### src/rtl/serial_add_ctrl.sv
// serial_add_ctrl -- bit-serial adder controller.
//
// Adds two WIDTH-bit operands plus a carry-in one bit per clock, LSB first,
// using a single one-bit full adder and a carry flip-flop between bits.
// A start accepted in IDLE or DONE captures the operands; WIDTH cycles later
// done pulses for one cycle and S/Cout/V hold the result until the next
// accepted start or reset.
//
// Ports:
//   clk    system clock, rising edge
//   rst    asynchronous active-high reset
//   start  request strobe, sampled only in IDLE or DONE
//   A, B   operands, captured on an accepted start
//   Cin    carry-in, captured on an accepted start
//   busy   high while the addition is in progress
//   done   one-cycle pulse when S/Cout/V become valid
//   S      sum
//   Cout   carry out of bit WIDTH-1
//   V      signed overflow (carry into MSB xor carry out of MSB)
//
// The file also carries the one-bit fullAdder cell the controller sequences,
// so the design compiles on its own.

module fullAdder (
    input  logic A,
    input  logic B,
    input  logic Cin,
    output logic S,
    output logic Cout
);
    assign S    = A ^ B ^ Cin;
    assign Cout = (A & B) | (Cin & (A ^ B));
endmodule

module serial_add_ctrl #(
    parameter int unsigned WIDTH = 8
) (
    input  logic             clk,
    input  logic             rst,
    input  logic             start,
    input  logic [WIDTH-1:0] A,
    input  logic [WIDTH-1:0] B,
    input  logic             Cin,
    output logic             busy,
    output logic             done,
    output logic [WIDTH-1:0] S,
    output logic             Cout,
    output logic             V
);

    localparam int unsigned CntW = $clog2(WIDTH) + 1;
    localparam logic [CntW-1:0] LastCnt = CntW'(WIDTH - 1);

    typedef enum logic [1:0] {StIdle, StRun, StDone} state_e;

    state_e           state_q, state_d;
    logic [WIDTH-1:0] a_sh_q, a_sh_d;
    logic [WIDTH-1:0] b_sh_q, b_sh_d;
    logic [WIDTH-1:0] sum_sh_q, sum_sh_d;
    logic             carry_q, carry_d;
    logic             cmsb_q, cmsb_d;
    logic [CntW-1:0]  cnt_q, cnt_d;
    logic             fa_s, fa_cout;
    logic             load;
    logic             last_bit;

    fullAdder u_fa (
        .A    (a_sh_q[0]),
        .B    (b_sh_q[0]),
        .Cin  (carry_q),
        .S    (fa_s),
        .Cout (fa_cout)
    );

    assign load     = start && (state_q == StIdle || state_q == StDone);
    assign last_bit = (cnt_q == LastCnt);

    // State register
    always_ff @(posedge clk or posedge rst) begin
        if (rst) begin
            state_q <= StIdle;
        end else begin
            state_q <= state_d;
        end
    end

    // Next-state logic
    always_comb begin
        state_d = state_q;
        unique case (state_q)
            StIdle:  if (start) state_d = StRun;
            StRun:   if (last_bit) state_d = StDone;
            StDone:  state_d = start ? StRun : StIdle;
            default: state_d = StIdle;
        endcase
    end

    // Datapath next-state
    always_comb begin
        a_sh_d   = a_sh_q;
        b_sh_d   = b_sh_q;
        sum_sh_d = sum_sh_q;
        carry_d  = carry_q;
        cmsb_d   = cmsb_q;
        cnt_d    = cnt_q;
        if (load) begin
            a_sh_d   = A;
            b_sh_d   = B;
            carry_d  = Cin;
            cnt_d    = '0;
            sum_sh_d = '0;
            cmsb_d   = 1'b0;
        end else if (state_q == StRun) begin
            // Sum bits enter at the MSB so bit 0 lands at position 0 after WIDTH shifts.
            sum_sh_d = {fa_s, sum_sh_q[WIDTH-1:1]};
            a_sh_d   = a_sh_q >> 1;
            b_sh_d   = b_sh_q >> 1;
            carry_d  = fa_cout;
            if (last_bit) begin
                cmsb_d = carry_q;
            end
            cnt_d = cnt_q + 1'b1;
        end
    end

    always_ff @(posedge clk or posedge rst) begin
        if (rst) begin
            a_sh_q   <= '0;
            b_sh_q   <= '0;
            sum_sh_q <= '0;
            carry_q  <= 1'b0;
            cmsb_q   <= 1'b0;
            cnt_q    <= '0;
        end else begin
            a_sh_q   <= a_sh_d;
            b_sh_q   <= b_sh_d;
            sum_sh_q <= sum_sh_d;
            carry_q  <= carry_d;
            cmsb_q   <= cmsb_d;
            cnt_q    <= cnt_d;
        end
    end

    // Outputs decode registered state only. During RUN the carry flop holds
    // intermediate carries, so results are masked to zero until DONE; outside
    // RUN the shift/carry registers are frozen and hold the last result.
    always_comb begin
        busy = (state_q == StRun);
        done = (state_q == StDone);
        S    = '0;
        Cout = 1'b0;
        V    = 1'b0;
        if (state_q != StRun) begin
            S    = sum_sh_q;
            Cout = carry_q;
            V    = cmsb_q ^ carry_q;
        end
    end

endmodule
### config.mk
export PLATFORM = sky130hd
export DESIGN_NAME = serial_add_ctrl
export DESIGN_NICKNAME = d
export VERILOG_FILES = /design/src/rtl/serial_add_ctrl.sv
export SDC_FILE = /design/constraint.sdc
export NUM_CORES = 1
export LEC_CHECK = 0
export ABC_AREA = 1
export CORE_ASPECT_RATIO = 2
export CORE_MARGIN = 2
export CORE_UTILIZATION = 30
export CTS_BUF_LIST = sky130_fd_sc_hd__clkbuf_4
export CTS_CLUSTER_DIAMETER = 60
export DETAILED_ROUTE_END_ITERATION = 16
export PLACE_DENSITY_LB_ADDON = 0.15
export SKIP_CTS_REPAIR_TIMING = 1
export SLEW_MARGIN = 40
export SYNTH_ARGS = -nofsm -noshare
export SYNTH_HDL_FRONTEND = slang
export SYNTH_SLANG_ARGS = --single-unit
export TNS_END_PERCENT = 100
### constraint.sdc
create_clock -name clk -period 3.7 [get_ports clk]
set_input_delay 0.74 -clock clk [delete_from_list [all_inputs] [get_ports clk]]
set_output_delay 0.74 -clock clk [all_outputs]
set_load 0.01 [all_outputs]
==> impl_results.md <==
- Status: complete, no violations
- Worst-Margin Slew: 409.3 ps
- Worst rel slew slack: 72.62%
- Fmax: 0.3552 GHz
- Initial Util: 30.71%
- GR Overflow Total: 0
- Die ar.: 5546 um2
- Worst reg-to-reg path cell count: 6
- Mux cell area share after synthesis: 0%
- Post-Route WL: 3120 um
- Ports: 32
- RSZ-0062 raised after global routing: false
- CTS tree: done
- Slew Viols, Final: 0
- Post-synth EDFFs: 0
- Largest family of logic cells by synthesized area: simple AND/OR/NAND/NOR gates
- Tmin final: 2815 ps
- CP Data Arrival Time: 2080 ps
- Post-Route Setup TNS: 0 ps
- Leakage: 0.8675 nW
- Startpoint types: register
- Antenna Cells: 0
- Layout area overhead: 25.44%
- Worst-Skew Late Latency: 330 ps
- Count of cell types in the netlist: 22
- CP Class: register to primary output
- XOR/XNOR share of the synthesized area: 0.5917%
- Design Area, Final: 1857 um2
- Initial drt markers: 26
- Syn nets: 190
- Vert. Die Dim: 103.3 um
- Met1 usage: 14.11%
- Maxcap violations: 0
- Antenna viol nets, final: 0
- Most frequent cells in the layout: 45 x nand2_1, 32 x dfrtp_1, 31 x clkdlybuf4s50_1, 23 x inv_1, 22 x nor2_1
- DRC: 0
- Synthesis-stage register bit count: 32
- Most common cell after layout, fill and taps aside: nand2_1
- CTS sink cnt: 32
- Final setup violating endpoints: 0
- M3 GR Usage: 3.161%
- Sequential fraction of the synthesis area: 54.10%
- IO Port Bufs: 31
- Global-route wire length before repair: 5333 um
- FP Rows: 36
- Global route hottest layer: met2
- Vias in the first global route: 1256
- Initial antenna violation count: 0
- Predominant post-synthesis flop cell: dfrtp_1
- Post-Route Utilization: 38.53%
- Synth warnings: 0
- Gpl congestion: 0.6979
- Worst IR drop on VDD: 334.9 uV
- Compound-Gate Fraction of Synth Area: 12.26%
- CTS H-tree lvls: 2
- CTS buffer count: 5
- Final worst path period share: 76.09%
- Met2 GRT Util: 23.36%
- Synthesized cell area: 1480 um2
- First-pass DRT Iterations: 4
- Chip width: 53.67 um
- Syn avg cell area: 8.811 um2
- Clock Tree Root: clkbuf_4
- Core Box Area: 4820 um2
- Clk slew on worst S/H paths: 100 ps
- Power Dens Cells: 786.9 nW/um2
- Post-DR wirelength/cell: 12.14 um
- Req. time, crit path: 2960 ps
- CP Capture Type: primary output
- Via density: 4.630
- Final hold vios: 0
- Total GRT Usage: 13.16%
- Syn Inst Count: 168
- Half-perimeter wire length after placement: 2225 um
- Layout cells sized above 1: 7.000%
- Crit path max fanout: 21
- Hold Path Class: register to register
- Hold path depth: 2
- Final Skew: 10.14 ps
- Largest net degree at the start of global routing: 33
- Via count: 1190
- Fill count: 521
- Synth Area in Adders: 2.198%
- Asr flop ratio synth: 100.0%
- Area share of and/or/nand/nor cells after synthesis: 20.29%
- Placement-stage cell area: 1807 um2
- CTS Buffer Depth: 2
- Total Nets Final: 222
==> state kept, by name (all words and copies together) (netlist names) <==
register  cells
cmsb_q        1
cnt_q         4
carry_q       1
state_q       2
b_sh_q        8
a_sh_q        8
sum_sh_q      8
==> critical path: stages (launching register included) <==
cell and delay [ps]:
dfrtp_1 420, nand2_2 340, inv_2 260, nor2_1 160, clkdlybuf4s50_1 550
==> routing by layer <==
metal,part of all wire (%),vias to the layer above
met2,53,30
met4,2.0,0
met1,40,561
li1,-,592
met5,0,-
met3,4.5,7
==> cells by family (layout without fill, tap and decap cells) <==
| family | after synthesis | in the layout |
|---|---|---|
| buf+inv | 32 | 64 |
| simple gates | 73 | 73 |
| flops | 32 | 32 |
| fa+ha+maj | 2 | 2 |
| compound gates | 28 | 28 |
| xor+xnor | 1 | 1 |
==> stage by stage <==
| stage | std cells | hold WS [ps] | power, mW | worst slack (ps) |
|---|---|---|---|---|
| floorplan | 168 | 442.2 | 1.106 | 1991 |
| detailed placement | 250 | 463.1 | 1.290 | 1243 |
| finish | 257 | 480.9 | 1.461 | 884.8 |
| CTS | 257 | 488.0 | 1.485 | 852.9 |
| global placement | 250 | 473.6 | 1.271 | 1300 |
| global route | 257 | 519.3 | 1.600 | 734.2 |
==> final timing paths <==
| kind | slack, ps | to | start |
|---|---|---|---|
| min in group asynchronous | 780 | cnt_q[1]$_DFFE_PP0P_ | rst |
| max in group asynchronous | 2600 | carry_q$_DFFE_PP0P_ | rst |
| min | 480 | b_sh_q[7]$_DFFE_PP0P_ | b_sh_q[7]$_DFFE_PP0P_ |
| min reg2reg | 480 | b_sh_q[7]$_DFFE_PP0P_ | b_sh_q[7]$_DFFE_PP0P_ |
| max reg2reg | 2200 | b_sh_q[3]$_DFFE_PP0P_ | state_q[1]$_DFFE_PP0P_ |
| max | 880 | Cout | state_q[0]$_DFFE_PP0P_ |
==> synthesized netlist by cell type, types with 2 or more instances <==
cell type,number,area [um2]
o21ai_0,2,10.01
nor2_1,22,82.58
nand2_1,45,168.9
o211ai_1,12,90.09
inv_2,2,7.510
dfrtp_1,32,800.8
buf_2,2,10.01
buf_6,4,45.04
o22ai_1,8,50.05
nand2_4,2,22.52
inv_1,23,86.33
a21oi_1,4,20.02
==> power breakdown <==
part | switching (mW) | internal (mW) | leakage (nW) | total (mW)
sequential | 0.0763 | 0.511 | 0.403 | 0.587
clock | 0.113 | 0.0772 | 0.0315 | 0.190
combinational | 0.407 | 0.277 | 0.433 | 0.684
==> final cells by class <==
type                       count  area (um2)  area share (%)
inverter                      25       93.84           5.054
clock inverter                 1       5.005          0.2695
clock buffer                   6       45.04           2.426
sequential                    32       800.8           43.13
multi-input combinational    104       523.0           28.17
timing repair buffer          32       317.8           17.12
tap                           57       71.32           3.841
(Power assumes the default switching activity.)
